`config.mk`:
```
export PLATFORM = sky130hd
export DESIGN_NAME = proc_issuer
export DESIGN_NICKNAME = d
export VERILOG_FILES = /design/src/rtl/proc_issuer_pkg.sv /design/src/rtl/proc_issuer_fifo.sv /design/src/rtl/proc_issuer.sv
export SDC_FILE = /design/constraint.sdc
export NUM_CORES = 1
export LEC_CHECK = 0
export CAP_MARGIN = 20
export CORE_ASPECT_RATIO = 0.5
export CORE_MARGIN = 2
export CORE_UTILIZATION = 52
export CTS_BUF_LIST = sky130_fd_sc_hd__clkbuf_8 sky130_fd_sc_hd__clkbuf_16
export DETAILED_ROUTE_END_ITERATION = 6
export PLACE_DENSITY = 0.82
export SKIP_LAST_GASP = 1
export SYNTH_ARGS = -nofsm -noshare
export SYNTH_HDL_FRONTEND = slang
export SYNTH_SLANG_ARGS = --single-unit
```
`constraint.sdc`:
```
create_clock -name i_clk -period 2.62 [get_ports i_clk]
set_input_delay 0.786 -clock i_clk [delete_from_list [all_inputs] [get_ports i_clk]]
set_output_delay 0.786 -clock i_clk [all_outputs]
set_load 0.02 [all_outputs]
```
`src/rtl/proc_issuer_pkg.sv`:
```
`default_nettype none
// ============================================================================
// Module   : proc_issuer_pkg
// Brief    : Shared types for the command issuer and its processing element
//            (addresses, ids, SIMD info, instruction word, queued command).
// Revision : 1.0 - initial release
// ============================================================================
package proc_issuer_pkg;

  localparam int ADDR_W = 16;
  localparam int ID_W   = 4;

  typedef logic [ADDR_W-1:0] addr_t;
  typedef logic [ID_W-1:0]   cmd_id_t;

  // Opcode 0 is reserved so that an all-zero word never looks like a command
  typedef enum logic [1:0] {
    INSTR_NOP   = 2'd0,
    INSTR_LD    = 2'd1,
    INSTR_INFO  = 2'd2,
    INSTR_STORE = 2'd3
  } instr_op_t;

  // SIMD operation and element count, packed to the width of an address
  typedef struct packed {
    logic [3:0]  op;
    logic [11:0] count;
  } instr_info_t;

  typedef union packed {
    addr_t       addr;
    instr_info_t info;
  } instr_payload_t;

  typedef struct packed {
    instr_op_t      opcode;
    instr_payload_t payload;
  } instr_t;

  // One queued command, field order matches the queue storage layout
  typedef struct packed {
    addr_t       addr0;
    addr_t       addr1;
    addr_t       wr_addr;
    instr_info_t info;
    cmd_id_t     id;
  } cmd_t;

  localparam int CMD_W = $bits(cmd_t);

endpackage
`default_nettype wire

```
`src/rtl/proc_issuer_fifo.sv`:
```
`default_nettype none
// ============================================================================
// Module   : cmd_fifo
// Brief    : Generic-width synchronous FIFO with wrap-around pointers.
//            Push is dropped when full, pop is dropped when empty; a
//            simultaneous push and pop both take effect.
// Revision : 1.0 - initial release
// ============================================================================
module cmd_fifo #(
  parameter int DEPTH = 4,
  parameter int WIDTH = 8
) (
  input  logic                   i_clk,
  input  logic                   i_rstn,
  input  logic                   i_push,
  input  logic [WIDTH-1:0]       i_data,
  input  logic                   i_pop,
  output logic [WIDTH-1:0]       o_data,
  output logic                   o_full,
  output logic                   o_empty,
  output logic [$clog2(DEPTH):0] o_count
);

  localparam int PTR_W = $clog2(DEPTH);
  localparam logic [PTR_W:0] C_FULL = DEPTH[PTR_W:0];

  logic [PTR_W-1:0] wr_ptr_q, wr_ptr_d;
  logic [PTR_W-1:0] rd_ptr_q, rd_ptr_d;
  logic [PTR_W:0]   count_q, count_d;
  logic [WIDTH-1:0] mem_q [DEPTH];
  logic [WIDTH-1:0] mem_d [DEPTH];
  logic             w_push;
  logic             w_pop;

  assign o_full  = (count_q == C_FULL);
  assign o_empty = (count_q == '0);
  assign o_count = count_q;
  assign o_data  = mem_q[rd_ptr_q];

  // Qualify requests, advance pointers (power-of-two depth wraps naturally)
  always_comb begin
    w_push   = i_push & ~o_full;
    w_pop    = i_pop & ~o_empty;
    wr_ptr_d = wr_ptr_q;
    rd_ptr_d = rd_ptr_q;
    count_d  = count_q;
    mem_d    = mem_q;
    if (w_push) begin
      mem_d[wr_ptr_q] = i_data;
      wr_ptr_d        = wr_ptr_q + 1'b1;
    end
    if (w_pop) begin
      rd_ptr_d = rd_ptr_q + 1'b1;
    end
    case ({w_push, w_pop})
      2'b10:   count_d = count_q + 1'b1;
      2'b01:   count_d = count_q - 1'b1;
      default: count_d = count_q;
    endcase
  end

  // Pointer and occupancy registers; reset empties the queue
  always_ff @(posedge i_clk or negedge i_rstn) begin
    if (!i_rstn) begin
      wr_ptr_q <= '0;
      rd_ptr_q <= '0;
      count_q  <= '0;
    end else begin
      wr_ptr_q <= wr_ptr_d;
      rd_ptr_q <= rd_ptr_d;
      count_q  <= count_d;
    end
  end

  // Storage array; contents are meaningless while count is zero, so no reset
  always_ff @(posedge i_clk) begin
    mem_q <= mem_d;
  end

endmodule
`default_nettype wire

```
`src/rtl/proc_issuer.sv`:
```
`default_nettype none
// ============================================================================
// Module   : proc_issuer
// Brief    : Queues commands and issues each one to a processing element as
//            an enable pulse, four instruction words (LD, LD, INFO, STORE),
//            then waits for the PE to finish and acknowledges completion.
// Revision : 1.0 - initial release
// ============================================================================
module proc_issuer
  import proc_issuer_pkg::*;
#(
  parameter int FIFO_DEPTH = 4
) (
  input  logic                        i_clk,
  input  logic                        i_rstn,
  input  logic                        i_cmd_valid,
  output logic                        o_cmd_ready,
  input  addr_t                       i_cmd_addr0,
  input  addr_t                       i_cmd_addr1,
  input  addr_t                       i_cmd_wr_addr,
  input  instr_info_t                 i_cmd_info,
  input  cmd_id_t                     i_cmd_id,
  output logic                        o_en,
  output logic                        o_valid,
  output instr_t                      o_instr,
  input  logic                        i_busy,
  input  logic                        i_finish,
  output logic                        o_done,
  output cmd_id_t                     o_done_id,
  output logic [$clog2(FIFO_DEPTH):0] o_fifo_count
);

  typedef enum logic [2:0] {
    S_IDLE  = 3'd0,
    S_EN    = 3'd1,
    S_LD0   = 3'd2,
    S_LD1   = 3'd3,
    S_INFO  = 3'd4,
    S_STORE = 3'd5,
    S_WAIT  = 3'd6,
    S_ACK   = 3'd7
  } state_t;

  state_t state_q, state_d;
  cmd_t   work_q, work_d;
  cmd_t   w_cmd_in;
  cmd_t   w_head;
  logic   w_pop;
  logic   w_full;
  logic   w_empty;

  assign w_cmd_in    = {i_cmd_addr0, i_cmd_addr1, i_cmd_wr_addr, i_cmd_info, i_cmd_id};
  assign o_cmd_ready = ~w_full;

  cmd_fifo #(
    .DEPTH (FIFO_DEPTH),
    .WIDTH (CMD_W)
  ) u_cmd_fifo (
    .i_clk   (i_clk),
    .i_rstn  (i_rstn),
    .i_push  (i_cmd_valid),
    .i_data  (w_cmd_in),
    .i_pop   (w_pop),
    .o_data  (w_head),
    .o_full  (w_full),
    .o_empty (w_empty),
    .o_count (o_fifo_count)
  );

  // Issue sequencer: next state, head capture and per-state output words
  always_comb begin
    state_d   = state_q;
    work_d    = work_q;
    w_pop     = 1'b0;
    o_en      = 1'b0;
    o_valid   = 1'b0;
    o_instr   = '0;
    o_done    = 1'b0;
    o_done_id = '0;
    case (state_q)
      S_IDLE: begin
        // The head is captured on the same edge it leaves the queue
        if (!w_empty && !i_busy) begin
          w_pop   = 1'b1;
          work_d  = w_head;
          state_d = S_EN;
        end
      end
      S_EN: begin
        o_en    = 1'b1;
        state_d = S_LD0;
      end
      S_LD0: begin
        o_valid              = 1'b1;
        o_instr.opcode       = INSTR_LD;
        o_instr.payload.addr = work_q.addr0;
        state_d              = S_LD1;
      end
      S_LD1: begin
        o_valid              = 1'b1;
        o_instr.opcode       = INSTR_LD;
        o_instr.payload.addr = work_q.addr1;
        state_d              = S_INFO;
      end
      S_INFO: begin
        o_valid              = 1'b1;
        o_instr.opcode       = INSTR_INFO;
        o_instr.payload.info = work_q.info;
        state_d              = S_STORE;
      end
      S_STORE: begin
        o_valid              = 1'b1;
        o_instr.opcode       = INSTR_STORE;
        o_instr.payload.addr = work_q.wr_addr;
        state_d              = S_WAIT;
      end
      S_WAIT: begin
        // Finish is only meaningful here; no timeout by design
        if (i_finish) begin
          state_d = S_ACK;
        end
      end
      S_ACK: begin
        // Valid with an all-zero word doubles as the completion acknowledge
        o_valid   = 1'b1;
        o_done    = 1'b1;
        o_done_id = work_q.id;
        state_d   = S_IDLE;
      end
      default: begin
        state_d = S_IDLE;
      end
    endcase
  end

  // State and working-command registers; reset abandons any in-flight command
  always_ff @(posedge i_clk or negedge i_rstn) begin
    if (!i_rstn) begin
      state_q <= S_IDLE;
      work_q  <= '0;
    end else begin
      state_q <= state_d;
      work_q  <= work_d;
    end
  end

endmodule
`default_nettype wire

```
# Yosys cells after proc, flatten, opt, wreduce, memory -nomap -nowiden
# Index checks and enable logic that the tools add are counted.
# totals
word_cells,66
regBits,350
out_inout_bits,29
in_bits,73
# classes
eq_ne,12
bitwise_logic,6
n_mux,17
n_reduce_logical,10
addsub,4
order_cmp,3
# op_table
operator,n
$bwmux W272,1
$mux W68,3
$bmux W68 S2,1
$demux W68 S2,1
$pmux W18 S4,1
$pmux W3 S8,1
$eq A3 B3 Y1 const B,5
$eq A3 B2 Y1 const B,2
$ge A3 B3 Y1 const B,2
$logic_not A3 Y1,2
$mux W3,2
$not A2 Y3,2
$pmux W3 S2,1
$mux W1,5
$reduce_or A5 Y1,1
$add A2 B1 Y2 const B,2
$mux W4,1
$ne A2 B2 Y1 const B,2
$reduce_and A2 Y1,2
$add A3 B1 Y3 const B,1
$eq A3 B1 Y1 const B,1
$lt A3 B1 Y1 const B,1
$sub A3 B1 Y3 const B,1
$and A1 B1 Y1,2
other kinds (6),9

# Depth between registers and ports, before layout
# logic_depth
word_depth,8
depth_mapped,11
depth_no_buf,9

# By module
# Synthesis repeated with hierarchy kept, for this count alone.
# unflattened
hier_cells,617
area_unflattened_um2,13508.0
# modules_own_cells
module,area_each_um2,instances,seq_area_each_um2,cells_each
cmd_fifo,10314.9,1,8343.0,393
proc_issuer,3193.1,1,1776.7,224

# Least setup slack after synthesis
# Ideal clock, no wire load.
# synth_timing
path_kind,reg-to-reg
from,"register u_cmd_fifo.count_q[2], in the netlist u_cmd_fifo.o_count[2]"
to,"register u_cmd_fifo.mem_q[0] (netlist bit), enable pin"
period_less_slack_ps,2942
path_buffers,0
required_ps,2186
stages_incl_launch_ff,3
setup_slack_ps,-322
setup_ps,434
t_arrival_ps,2508
path_cell_list,dfrtp_1 -> or3b_1 -> and3_1
# synth_between
elab_chain_cells,3
# synth_rtl
item,line,source
"start, declared",proc_issuer_fifo.sv:29,"logic [PTR_W:0] count_q, count_d;"
"start signal, assigned",proc_issuer_fifo.sv:71,count_q <= count_d;
$eq A3 B3 Y1,proc_issuer_fifo.sv:35,assign o_full = (count_q == C_FULL);
$not A1 Y1,--,
net o_cmd_ready,proc_issuer.sv:17,"output logic o_cmd_ready,"
$and A1 B1 Y1,proc_issuer_fifo.sv:42,w_push = i_push & ~o_full;
"end signal, assigned",proc_issuer_fifo.sv:77,mem_q <= mem_d;
"end, declared",proc_issuer_fifo.sv:30,logic [WIDTH-1:0] mem_q [DEPTH];
# The timed path passes the listed nets, and every way through them passes these cells.
# A chain may end at the register's enable or synchronous reset.

==> results.md <==
* Status: complete, but fails checks
* Failing checks: negative setup slack
* Share of cells above drive strength 1 at roughly 36%
* R2r setup slk at about 0.43 ns
* CTS tree: yes
* Clock slew at reported path FFs at 0.07 ns
* Reg2reg start: state_q[0]
* Leakage at approximately 5.9 nW
* Peak Freq at around 0.37 GHz
* Area share of the largest cell type after synthesis at about three fifths
* Antenna violations before repair at 2
* CTS max path bufs at 3
* Post-Synth Adder-Cell Area at less than 1%
* Largest net degree at the start of global routing at 51
* Chip Height at about 120 um
* Cells after synthesis at 620
* Mapped Area at between 10000 and 15000 um^2
* Slew @ Worst Pin at about 0.61 ns
* Largest family of logic cells by synthesized area: multiplexers
* Nets at 837
* DR WL/cell at between 20 and 25 um
* Area Growth Syn to Fin at 21.63%
* Crit. End Element: output port
* Count leader, synth: edfxtp_1
* Largest cells by area after synthesis: edfxtp_1, dfrtp_1, mux4_2
* WP data arrival at approximately 1.9 ns
* Post-synthesis xor/xnor area fraction at less than 1%
* Clk root buf: clkbuf_16
* Initial Util at between 50% and 60%
* Clk_lat worst skew at roughly 0.56 ns
* H-Tree Depth at 1
* Unique masters post-synth at 32
* Setup CP Type: reg -> out
* Top cells by count, synth: edfxtp_1, dfrtp_1, mux4_2, mux2_2, mux2i_1
* Syn Area/Cell at ~22 um^2
* Post-synthesis sequential area ratio at between 70% and 80%
* Total power density per cell area at ~1200 nW/um^2
* Worst-path fanout max at 7
* Period minus WS final at 2.689 ns
* Final ANT Viol Nets at 0
* Fill cell count at between 1500 and 2000
* Rows at around 40
* Compound-Gate Fraction of Synth Area at less than 1%
* Number of enable flip-flop cells after synthesis at 272
* Hpwl dp at 16750 um
* RSZ-0062 raised after global routing: yes
* Synth async-reset ratio at roughly 22%
* DRT Pass-1 Iters at 6
* Total GRT Usage at a little over a fifth
* Predominant post-synthesis flop cell: edfxtp_1
* # port buffers at roughly 100
* Synthesized net count at about 700
* Vias per cell at about 5.8
* CTS Buf Count at 29
* Final hold viol count at 0
* Hold Crit Class: in -> async
* Ys Warns at 0
* Die width at around 230 um
* Detailed Route WL at 28060 um
* Max Cap Violations at 0
* Synth area leader: edfxtp_1
* Mux share of post-synthesis cell area at 20.13%
* Die area at roughly 27000 um^2
* Global-route wire length before repair at approximately 43000 um
* Core Region at roughly 25000 um^2
* Nature of the critical path startpoint: flop
* Place WS at -0.09326 ns
* Clock Sink Count at 350
* Worst Reg-to-Reg Cells at 10
* Vias in the first global route at 6998
* Simple-gate portion of the synthesized area at under 10%
* Hold_ws at 0.1973 ns
* CP required at 1.83 ns
* Global route overflow at 0
* Final Max Tran Viols at 0
* Final setup fails at 7
* R2r endpoint: u_cmd_fifo.o_count[2]
* Peak supply drop at 577.4 uV
* Fin crit share at 102.6%
* Placer Congestion at between 0.7 and 0.8
* Detailed-route via count at 6500
* DRC at 0
* Rel. slew slack at 59.47%
* #FFs+latches synth at 350
* 1st-iter DRT viols at 465
* Clk_skew at roughly 0.017 ns
* Ports at 102
* Worst setup margin at -0.06939 ns
==> placed cells by master, fill, tap and decap left out, types with 3 or more instances in the layout <==
master / n
bufinv_16: 4
clkbuf_16: 30
and2_1: 5
mux2i_2: 8
buf_12: 21
mux2i_1: 21
and3_4: 4
nor2_1: 3
mux2_2: 46
edfxtp_1: 272
clkdlybuf4s50_1: 74
clkinvlp_4: 5
inv_1: 11
mux2_4: 23
buf_6: 4
ha_1: 5
dfrtp_1: 75
mux4_2: 68
o22ai_2: 7
xor2_1: 3
buf_4: 23
xnor2_1: 5
o22ai_1: 8
buf_2: 9
mux2i_4: 4
nand2b_1: 3
clkinv_2: 5
clkinv_4: 4
==> flip-flops by register name, summed over array words and instances, names as in the netlist <==
signal and count:
state_q 3, u_cmd_fifo.mem_q 272, u_cmd_fifo.o_count 3, u_cmd_fifo.rd_ptr_q 2
u_cmd_fifo.wr_ptr_q 2, work_q 68
==> layer usage <==
metal / part of all wire [%] / wire, um / GRT usage (%) / vias to the layer above
met3: 5.2 / 1447 / 3.246 / 49
li1: - / - / - / 2782
met1: 41 / 11460 / 28.97 / 3477
met2: 52 / 14570 / 35.29 / 192
met4: 2.1 / 580 / 5.008 / 0
met5: 0 / 0 / 0 / -
==> final cells by class <==
cell class | instances | area, um^2 | area share, %
multi-input combinational | 228 | 3329 | 20.22
antenna | 2 | 5.005 | 0.03040
inverter | 9 | 33.78 | 0.2052
clock buffer | 31 | 753.2 | 4.575
timing repair buffer | 140 | 1536 | 9.332
sequential | 350 | 10130 | 61.50
tap | 344 | 430.4 | 2.614
clock inverter | 22 | 250.2 | 1.520
==> where the power goes <==
part | leakage, nW | switching [W] | internal [W] | total [W]
logic | 1.96 | 0.00310 | 0.00346 | 0.00655
clock network | 0.487 | 0.00202 | 0.00251 | 0.00453
registers | 3.42 | 0.000879 | 0.00756 | 0.00844
total | 5.87 | 0.00599 | 0.0135 | 0.0195
==> per-stage QoR <==
stage / std cells / util, % / TNS, ns / power [W] / instance area, um^2
4_1_cts: 1121 / 64.27 / -1.162 / 0.01925 / 16320
2_1_floorplan: 620 / - / 0 / 0.01220 / 13540
3_5_place_dp: 1065 / 60.11 / -0.09326 / 0.01460 / 15260
6_report: 1126 / 64.84 / -0.2117 / 0.01952 / 16460
5_1_grt: 1126 / 64.84 / -0.8400 / 0.02030 / 16460
3_3_place_gp: 1065 / 60.11 / -0.01236 / 0.01438 / 15260
==> logic make-up after synthesis <==
logic type	count (synthesis)
mux	170
flops	350
simple gates	25
compound gates	19
xor+xnor	8
fa+ha+maj	6
buf+inv	42
==> worst max-delay path by stage <==
stage	from	end	slack, ns	depth (start not counted)
2_1_floorplan	i_busy	u_cmd_fifo.o_count[2]	0.26	10
3_3_place_gp	i_busy	u_cmd_fifo.o_count[2]	-0.01	10
3_5_place_dp	i_busy	u_cmd_fifo.o_count[2]	-0.09	10
4_1_cts	state_q[0]	o_instr[14]	-0.16	4
5_1_grt	state_q[0]	o_instr[7]	-0.15	5
6_report	state_q[0]	o_instr[8]	-0.07	5
==> critical path, cell delays in order, from the launching register on <==
cell and delay (ns):
dfrtp_2 0.46, buf_12 0.17, buf_12 0.14, mux2i_2 0.15
o22ai_2 0.26, buf_6 0.16
==> repair_timing <==
action,in CTS,in global routing
endpoints found under the setup margin,26,17
buffers inserted,2,2
pin swaps,1,3
resized for setup,103,40
gates cloned,1,1
hold buffers,0,0
Note: power is estimated with default switching activity, not from simulation.
